## config.mk

```make
export PLATFORM = sky130hd
export DESIGN_NAME = pc_fetch_unit_flat
export DESIGN_NICKNAME = d
export VERILOG_FILES = /design/src/rtl/pc_fetch_unit_pkg.sv /design/src/rtl/pc_fetch_unit_if.sv /design/src/rtl/pc_fetch_unit_next_pc_calc.sv /design/src/rtl/pc_fetch_unit.sv /design/src/flat_wrapper.sv
export SDC_FILE = /design/constraint.sdc
export NUM_CORES = 1
export LEC_CHECK = 0
export ABC_AREA = 1
export CAP_MARGIN = 30
export CORE_MARGIN = 1.5
export CORE_UTILIZATION = 40
export DETAILED_ROUTE_END_ITERATION = 8
export PLACE_DENSITY = 0.62
export SLEW_MARGIN = 10
export SYNTH_ARGS = -nofsm -noshare
export SYNTH_HDL_FRONTEND = slang
export SYNTH_HIERARCHICAL = 1
export SYNTH_SLANG_ARGS = --single-unit
```

## constraint.sdc

```tcl
create_clock -name clk -period 10.9 [get_ports clk]
set_input_delay 3.27 -clock clk [delete_from_list [all_inputs] [get_ports clk]]
set_output_delay 3.27 -clock clk [all_outputs]
set_load 0.05 [all_outputs]
```

## src/rtl/pc_fetch_unit_pkg.sv

```systemverilog
// rtl/pc_fetch_unit_pkg.sv - shared widths, defaults and state encoding for the fetch stage
package pc_fetch_unit_pkg;

  localparam int XLEN = 32;
  localparam int ILEN = 32;

  localparam logic [XLEN-1:0] DEFAULT_RESET_PC   = 32'h0000_0000;
  localparam int              DEFAULT_IMEM_WORDS = 1024;

  typedef enum logic [1:0] {
    ST_BOOT  = 2'd0,
    ST_RUN   = 2'd1,
    ST_FAULT = 2'd2
  } fetch_state_e;

  // JALR targets always have bit 0 forced low before the legality check.
  function automatic logic [XLEN-1:0] jalr_target(input logic [XLEN-1:0] base,
                                                  input logic [XLEN-1:0] offset);
    logic [XLEN-1:0] sum;
    sum = base + offset;
    return sum & ~32'h1;
  endfunction

endpackage

```

## src/rtl/pc_fetch_unit_if.sv

```systemverilog
// rtl/pc_fetch_unit_if.sv - redirect inputs and fetch/status outputs of the fetch stage
interface pc_fetch_unit_if;
  import pc_fetch_unit_pkg::*;

  logic            Stall;
  logic            Branch_Taken;
  logic            Jump;
  logic            Jalr;
  logic [XLEN-1:0] Imm;
  logic [XLEN-1:0] RS1_Data;

  logic [XLEN-1:0] PC;
  logic [XLEN-1:0] PC_Plus4;
  logic            Fetch_Valid;
  logic            Fault;
  logic [XLEN-1:0] Fault_PC;
  logic [63:0]     Cycle_Count;
  logic [63:0]     Instret_Count;

  // Decode/execute side: drives redirects, observes the fetch address and status.
  modport master (
    output Stall, Branch_Taken, Jump, Jalr, Imm, RS1_Data,
    input  PC, PC_Plus4, Fetch_Valid, Fault, Fault_PC, Cycle_Count, Instret_Count
  );

  // Fetch unit side.
  modport slave (
    input  Stall, Branch_Taken, Jump, Jalr, Imm, RS1_Data,
    output PC, PC_Plus4, Fetch_Valid, Fault, Fault_PC, Cycle_Count, Instret_Count
  );

endinterface

```

## src/rtl/pc_fetch_unit_next_pc_calc.sv

```systemverilog
// rtl/pc_fetch_unit_next_pc_calc.sv - candidate next-PC selection and fetch legality check
module next_pc_calc
  import pc_fetch_unit_pkg::*;
#(
  parameter int IMEM_WORDS = DEFAULT_IMEM_WORDS
) (
  input  logic [XLEN-1:0] pc_i,
  input  logic [XLEN-1:0] imm_i,
  input  logic [XLEN-1:0] rs1_data_i,
  input  logic            jalr_i,
  input  logic            jump_i,
  input  logic            branch_taken_i,
  output logic [XLEN-1:0] cand_o,
  output logic            legal_o
);

  localparam logic [XLEN-1:0] IMEM_WORDS_W = XLEN'(IMEM_WORDS);

  // Priority: JALR beats JAL/branch, which beat the sequential path. Sums wrap mod 2^32.
  always_comb begin
    cand_o = pc_i + 32'd4;
    if (jalr_i) begin
      cand_o = jalr_target(rs1_data_i, imm_i);
    end else if (jump_i || branch_taken_i) begin
      cand_o = pc_i + imm_i;
    end
  end

  // Word-aligned and inside [0, 4*IMEM_WORDS); checked on the wrapped sum.
  always_comb begin
    legal_o = (cand_o[1:0] == 2'b00) && ({2'b00, cand_o[XLEN-1:2]} < IMEM_WORDS_W);
  end

endmodule

```

## src/rtl/pc_fetch_unit.sv

```systemverilog
// rtl/pc_fetch_unit.sv - PC register, boot/run/fault sequencing, fault capture and counters
module pc_fetch_unit
  import pc_fetch_unit_pkg::*;
#(
  parameter logic [XLEN-1:0] RESET_PC   = DEFAULT_RESET_PC,
  parameter int              IMEM_WORDS = DEFAULT_IMEM_WORDS
) (
  input  logic            clk,
  input  logic            Rst,
  pc_fetch_unit_if.slave  fif
);

  fetch_state_e    state_q, state_d;
  logic [XLEN-1:0] pc_q, pc_d;
  logic [XLEN-1:0] fault_pc_q, fault_pc_d;
  logic [63:0]     cycle_q, cycle_d;
  logic [63:0]     instret_q, instret_d;

  logic [XLEN-1:0] cand;
  logic            cand_legal;

  next_pc_calc #(
    .IMEM_WORDS (IMEM_WORDS)
  ) u_next_pc_calc (
    .pc_i           (pc_q),
    .imm_i          (fif.Imm),
    .rs1_data_i     (fif.RS1_Data),
    .jalr_i         (fif.Jalr),
    .jump_i         (fif.Jump),
    .branch_taken_i (fif.Branch_Taken),
    .cand_o         (cand),
    .legal_o        (cand_legal)
  );

  // Next-state logic: BOOT waits one cycle, RUN advances or traps, FAULT holds until reset.
  always_comb begin
    state_d    = state_q;
    pc_d       = pc_q;
    fault_pc_d = fault_pc_q;
    instret_d  = instret_q;
    cycle_d    = cycle_q + 64'd1;
    case (state_q)
      ST_BOOT: begin
        state_d = ST_RUN;
      end
      ST_RUN: begin
        if (!fif.Stall) begin
          if (cand_legal) begin
            pc_d      = cand;
            instret_d = instret_q + 64'd1;
          end else begin
            state_d    = ST_FAULT;
            fault_pc_d = cand;
          end
        end
      end
      ST_FAULT: begin
        state_d = ST_FAULT;
      end
      default: begin
        state_d = ST_BOOT;
      end
    endcase
  end

  // State, PC, fault capture and counters; reset takes effect without a clock edge.
  always_ff @(posedge clk or posedge Rst) begin
    if (Rst) begin
      state_q    <= ST_BOOT;
      pc_q       <= RESET_PC;
      fault_pc_q <= '0;
      cycle_q    <= '0;
      instret_q  <= '0;
    end else begin
      state_q    <= state_d;
      pc_q       <= pc_d;
      fault_pc_q <= fault_pc_d;
      cycle_q    <= cycle_d;
      instret_q  <= instret_d;
    end
  end

  // Outputs depend only on registered state, never directly on the redirect inputs.
  always_comb begin
    fif.PC            = pc_q;
    fif.PC_Plus4      = pc_q + 32'd4;
    fif.Fetch_Valid   = (state_q == ST_RUN);
    fif.Fault         = (state_q == ST_FAULT);
    fif.Fault_PC      = fault_pc_q;
    fif.Cycle_Count   = cycle_q;
    fif.Instret_Count = instret_q;
  end

endmodule

```

## src/flat_wrapper.sv

```systemverilog
// flat-port wrapper written by rule: the top's interface ports become plain ports
module pc_fetch_unit_flat import pc_fetch_unit_pkg::*;
#(
  parameter logic [XLEN-1:0] RESET_PC   = DEFAULT_RESET_PC,
  parameter int              IMEM_WORDS = DEFAULT_IMEM_WORDS
)
  (clk, Rst, fif_Stall, fif_Branch_Taken, fif_Jump, fif_Jalr, fif_Imm, fif_RS1_Data, fif_PC, fif_PC_Plus4, fif_Fetch_Valid, fif_Fault, fif_Fault_PC, fif_Cycle_Count, fif_Instret_Count);
  pc_fetch_unit_if fif_i ();
  input  logic clk;
  input  logic Rst;
  input wire logic [$bits(fif_i.Stall)-1:0] fif_Stall;
  input wire logic [$bits(fif_i.Branch_Taken)-1:0] fif_Branch_Taken;
  input wire logic [$bits(fif_i.Jump)-1:0] fif_Jump;
  input wire logic [$bits(fif_i.Jalr)-1:0] fif_Jalr;
  input wire logic [$bits(fif_i.Imm)-1:0] fif_Imm;
  input wire logic [$bits(fif_i.RS1_Data)-1:0] fif_RS1_Data;
  output wire logic [$bits(fif_i.PC)-1:0] fif_PC;
  output wire logic [$bits(fif_i.PC_Plus4)-1:0] fif_PC_Plus4;
  output wire logic [$bits(fif_i.Fetch_Valid)-1:0] fif_Fetch_Valid;
  output wire logic [$bits(fif_i.Fault)-1:0] fif_Fault;
  output wire logic [$bits(fif_i.Fault_PC)-1:0] fif_Fault_PC;
  output wire logic [$bits(fif_i.Cycle_Count)-1:0] fif_Cycle_Count;
  output wire logic [$bits(fif_i.Instret_Count)-1:0] fif_Instret_Count;
  assign fif_i.Stall = fif_Stall;
  assign fif_i.Branch_Taken = fif_Branch_Taken;
  assign fif_i.Jump = fif_Jump;
  assign fif_i.Jalr = fif_Jalr;
  assign fif_i.Imm = fif_Imm;
  assign fif_i.RS1_Data = fif_RS1_Data;
  assign fif_PC = fif_i.PC;
  assign fif_PC_Plus4 = fif_i.PC_Plus4;
  assign fif_Fetch_Valid = fif_i.Fetch_Valid;
  assign fif_Fault = fif_i.Fault;
  assign fif_Fault_PC = fif_i.Fault_PC;
  assign fif_Cycle_Count = fif_i.Cycle_Count;
  assign fif_Instret_Count = fif_i.Instret_Count;
  pc_fetch_unit #(.RESET_PC(RESET_PC), .IMEM_WORDS(IMEM_WORDS)) u_core (.clk(clk), .Rst(Rst), .fif(fif_i));
endmodule
```

Word-level counts from Yosys, hierarchy flattened
Index checks and enable logic that the tools add are counted.

Input port bits: 70. Flip-flop bits (word level): 194.

Reduce and logical (&&, ||, !) cells: 7. $lt $le $gt $ge: 1. Equal/unequal tests: 4. Mux-type cells: 5. Add/subtract/negate cells: 5. Bitwise operators: 2.

Operator list (number): $add 64x1->64 const B (2); $add 32x32->32 (2); $mux 32 (2); $add 32x3->32 const B (1); $lt 30x11->1 const B (1); $pmux 2 s3 (1); $reduce_and 3->1 (2); $logic_not 2->1 (2); $mux 2 (2); $ne 2x2->1 const B (2); $eq 2x1->1 const B (1); $eq 2x2->1 const B (1); $not 1->1 (2); $reduce_and 2->1 (1); $logic_and 1x1->1 (1); $logic_or 1x1->1 (1).

Depth between registers and ports, before layout
Depth after elaboration: 8. Mapped depth: 30. Mapped depth without buffers: 29.

By module
Netlist, hierarchy kept.

By module, submodules not included: pc_fetch_unit (seq. area each 4854.7 um^2, times used 1, area an instance 10707.8 um^2, cells an instance 1367); next_pc_calc (seq. area each 0.0 um^2, times used 1, area an instance 6110.9 um^2, cells an instance 1224).

Least setup slack after synthesis
No wires, ideal clock.

Path kind: input port to flip-flop. From: input port fif_Imm[0]. To: register u_core.instret_q[57] (netlist: u_core/fif.Instret_Count[57]). Required time: 10780 ps. Setup time: 120 ps. Arrival: 5967 ps. Path slack: 4813 ps. Cell stages on the path: 30. Buffers on the path: 1. Path through: ha_1 > inv_1 > fa_1 > inv_1 > nand3_1 > nand3_1 > nand2_1 > nand2_1 > nand2_1 > nand2_1 > nand2_1 > nand3_1 > nand2_1 > nand2_1 > nand2_1 > inv_1 > nand2_1 > nor2_1 > nand3_1 > nor2_1 > nand2_2 > nor2_8 > inv_4 > buf_6 > nor2_2 > nand2_1 > nor2_2 > nand2_1 > nand2_1 > nand2_1.

Longest elaborated chain between the ends: 6.

RTL lines: start, declared (line flat_wrapper.sv:15) `input wire logic [$bits(fif_i.Imm)-1:0] fif_Imm;`; $add 32x32->32 (line pc_fetch_unit_next_pc_calc.sv:25) `cand_o = pc_i + imm_i;`; $mux 32 (line pc_fetch_unit_next_pc_calc.sv:24) `end else if (jump_i || branch_taken_i) begin`; $mux 32 * (line pc_fetch_unit_next_pc_calc.sv:22) `if (jalr_i) begin`; $lt 30x11->1 or $logic_not 2->1 (tied branches) (line pc_fetch_unit_next_pc_calc.sv:31) `legal_o = (cand_o[1:0] == 2'b00) && ({2'b00, cand_o[XLEN-1:2]} < IMEM_WORDS_W);`; $logic_and 1x1->1 * (line pc_fetch_unit_next_pc_calc.sv:31); via u_core.cand_legal (line pc_fetch_unit.sv:20) `logic cand_legal;`; $reduce_and 3->1 (no line) *; end signal, assigned (line pc_fetch_unit.sv:79) `instret_q <= instret_d;`; end, declared (line pc_fetch_unit.sv:17) `logic [63:0] instret_q, instret_d;`.

Mark *: on every way through the listed nets, which the timed path passes. The rest lies on a longest branch. A chain may end at the register's enable or synchronous reset.

Final worst setup path
From: input port fif_Imm[0]. To: register u_core.instret_q[40] (netlist: u_core/fif.Instret_Count[40]).

The elaborated chain is that of the path after synthesis.

==> qor.txt <==
# DRC: 0
Clock transition at path regs: 0.07 ns
Post-synth top flop: dfrtp_1
Post-synthesis mux area share: 1.61%
Hold Crit Class: reg2reg
Max Cap Viol: 0
# rows: 74
Cell area after synthesis: 16800 um^2
Gpl congestion: 1.06
CORE AREA: 41200 um^2
Min Clock Period, post-route: 7.53 ns
Skew-Pair Late Insertion Delay: 0.45 ns
Die Height: 208 um
Critical path arrival: 7.87 ns
Worst EP required: 11.24 ns
Synth Net Count: 2731
R2R setup slack: 6.21 ns
Vias in the first global route: 17000
Slew Limit Fails: 0
Critical path type: in2reg
Setup repair bufs after CTS: 0
Compound-gate portion of the synthesized area: 6.55%
DR vias: 18000
Setup violators final: 0
Root Driver: clkbuf_16
Clock skew: 0.0114 ns
CP max FO: 32
Ant diodes: 0
Dpl cells: 3397
DRT Pass-1 Iters: 5
Total GRT Usage: 30.7%
Die outline width: 208 um
Leak Pwr: 10.1 nW
Warnings from Yosys: 6
Largest family of logic cells by synthesized area: simple AND/OR/NAND/NOR gates
CTS Sinks: 194
Synth Register Bits: 194
CP Launch Type: input pin
CTS Hold Buffers Added: 0
Post_cts resized: 0
Fin crit share: 69.1%
Starting Density: 40.8%
Worst hold slack: 0.489 ns
Syn Area/Cell: 6.49 um^2
Post-Synth XOR/XNOR Area: 6.86%
PD cells: 107 nW/um^2
Critical path endpoint category: flip-flop
Final Hold Fails: 0
Antenna viol nets, final: 0
Grt total ovfl: 0
CTS tree: done
Worst r2r path cells: 24
CTS H-tree lvls: 4
Fin nets: 3024
Final wirelength: 67.4 mm
Final core occ: 50.7%
Post-synthesis cell count: 2591
Die ar.: 43300 um^2
Yosys cell types: 53
Initial DRC count: 1669
Crit Reg-Reg Startpoint: u_core/fif.PC[2]
Io pins: 296
Layout area overhead: 24.2%
Largest net degree at the start of global routing: 112
Simple-gate share of the synthesized area: 42.1%
Initial antenna violation count: 0
Num CTS Buffers: 17
Layout cells sized above 1: 6.87%
Total Neg Setup Slack: 0 ns
Ys async rst share: 100%
RSZ-0062 raised after global routing: no
Post-synth EDFFs: 0
Status: complete, no violations
Vias per Instance: 5.26
Hold Path Stages: 2
Post-DP HPWL: 55.3 mm
# port buffers: 295
WHS Endpoint: u_core/fif.Fault_PC[31]
CTS max path bufs: 2
Post-synthesis sequential area ratio: 28.9%
Least-Margin Pin Slew: 0.912 ns
Wire per inst: 19.7 um
Maximum vdd drop: 190 uV
Worst r2r dst: u_core/fif.Instret_Count[40]
Final cell count without fillers: 3428
Relative slew slack: 38.6%
Hold path startpoint: u_core/fif.Fault_PC[31]
Peak Freq: 133 MHz
Synth Area in Adders: 5.30%
First-pass GRT wire length: 102 mm
[cells in the mapped netlist (all sizes together) (2+ instances only)]
master  number  share of area, %
a31oi        5              0.19
xnor2       50               2.6
mux2        24               1.6
xor2        80               4.3
nand2      911                21
o21ai       92               2.8
nor2       392                10
fa           2              0.24
buf         20              0.69
a21o         5              0.22
nand4       47               1.7
a21oi       77               2.4
o21bai      12              0.54
or2          8              0.31
clkbuf       7              0.33
nand3      162               5.2
nand3b      32               1.4
nor3        52               1.9
o211ai       3              0.13
ha          68               5.1
a21boi       2             0.089
inv        335               7.5
and2         4              0.15
dfrtp      194                29
[how the worst max path moves through the flow]
stage / depth (start not counted) / end / start
2_1_floorplan: 1 / u_core/fif.Cycle_Count[0] / Rst
3_3_place_gp: 21 / u_core/fif.Instret_Count[40] / fif_Imm[24]
3_5_place_dp: 27 / u_core/fif.Instret_Count[40] / fif_Imm[1]
4_1_cts: 27 / u_core/fif.Instret_Count[40] / fif_Imm[1]
5_1_grt: 27 / u_core/fif.Instret_Count[40] / fif_Imm[1]
6_report: 27 / u_core/fif.Instret_Count[40] / fif_Imm[0]
[placed cells by master (no fill, tap or decap), drive strengths merged, types with 3 or more instances in the layout]
| cell type | Yosys | routed |
|---|---|---|
| buf | 20 | 7 |
| nand3 | 162 | 162 |
| nor2 | 392 | 392 |
| clkinv | 0 | 4 |
| and2 | 4 | 4 |
| mux2 | 24 | 24 |
| a21o | 5 | 5 |
| clkbuf | 7 | 18 |
| xnor2 | 50 | 50 |
| ha | 68 | 68 |
| clkdlybuf4s50 | 0 | 295 |
| a31oi | 5 | 5 |
| nand3b | 32 | 32 |
| a21oi | 77 | 77 |
| xor2 | 80 | 80 |
| or2 | 8 | 8 |
| nand4 | 47 | 47 |
| o21bai | 12 | 12 |
| dfrtp | 194 | 194 |
| inv | 335 | 341 |
| nand2 | 911 | 911 |
| o211ai | 3 | 3 |
| o21ai | 92 | 92 |
| nor3 | 52 | 52 |
[layer usage]
layer,part of all wire [%],up-vias,GRT usage (%)
met5,0.085,-,1.00
met4,1.9,2,7.22
met3,8.7,63,6.58
met2,42,780,45.4
met1,47,8431,45.2
li1,-,8763,-
[registers in the layout, indices dropped and copies added, names as in the netlist]
name                      count
u_core/fif.Cycle_Count       64
u_core/fif.Fault_PC          32
u_core/fif.Instret_Count     64
u_core/fif.PC                32
u_core/state_q                2
[report_power, final]
group          switching, W  leakage [nW]  internal [W]
sequential        0.0000364          2.52      0.000782
combinational      0.000521          7.25      0.000258
clock              0.000297         0.284      0.000342
[logic make-up after synthesis]
family / count (synthesis)
and+or+nand+nor: 1609
buffers and inverters: 363
AOI/OAI and AO/OA: 201
DFF: 194
xor gates and xnor gates: 130
adders and majority gates: 70
muxes: 24
[cell type report]
| cell class | count | area [um^2] |
|---|---|---|
| fill | 4206 | 20300 |
| multi-input combinational | 2034 | 10500 |
| sequential | 194 | 4850 |
| timing repair buffer | 302 | 3020 |
| inverter | 335 | 1270 |
| tap | 532 | 666 |
| clock buffer | 18 | 429 |
| clock inverter | 13 | 150 |
[worst max-delay path, cell delays in order]
cell and delay (ns):
clkdlybuf4s50_1 0.48, nand2_1 0.18, fa_1 0.46, inv_1 0.10, nand3_1 0.09, nand3_2 0.21
nand2_1 0.08, nand2_1 0.11, nand2_1 0.15, nand2_1 0.21, nand2_1 0.14, nand3_1 0.11
nand3_1 0.14, nand2_1 0.17, nand3_1 0.08, nor2_1 0.15, nand3_1 0.09, nor2_1 0.18
nand2_2 0.13, nor2_8 0.45, inv_4 0.26, nor2_4 0.20, nand2_2 0.09, nor2_2 0.16
nand2_1 0.07, nand2_1 0.07, nand2_1 0.05
[metrics by stage]
step	cell area (um^2)	total power [W]	setup slack, ns
global placement	20300	0.00160	2.90
CTS	20900	0.00225	3.49
finish	20900	0.00224	3.37
detailed placement	20300	0.00160	3.02
global route	20900	0.00234	3.11
floorplan	16800	0.00132	2.35
No activity file was read; power rests on OpenSTA's default activity.
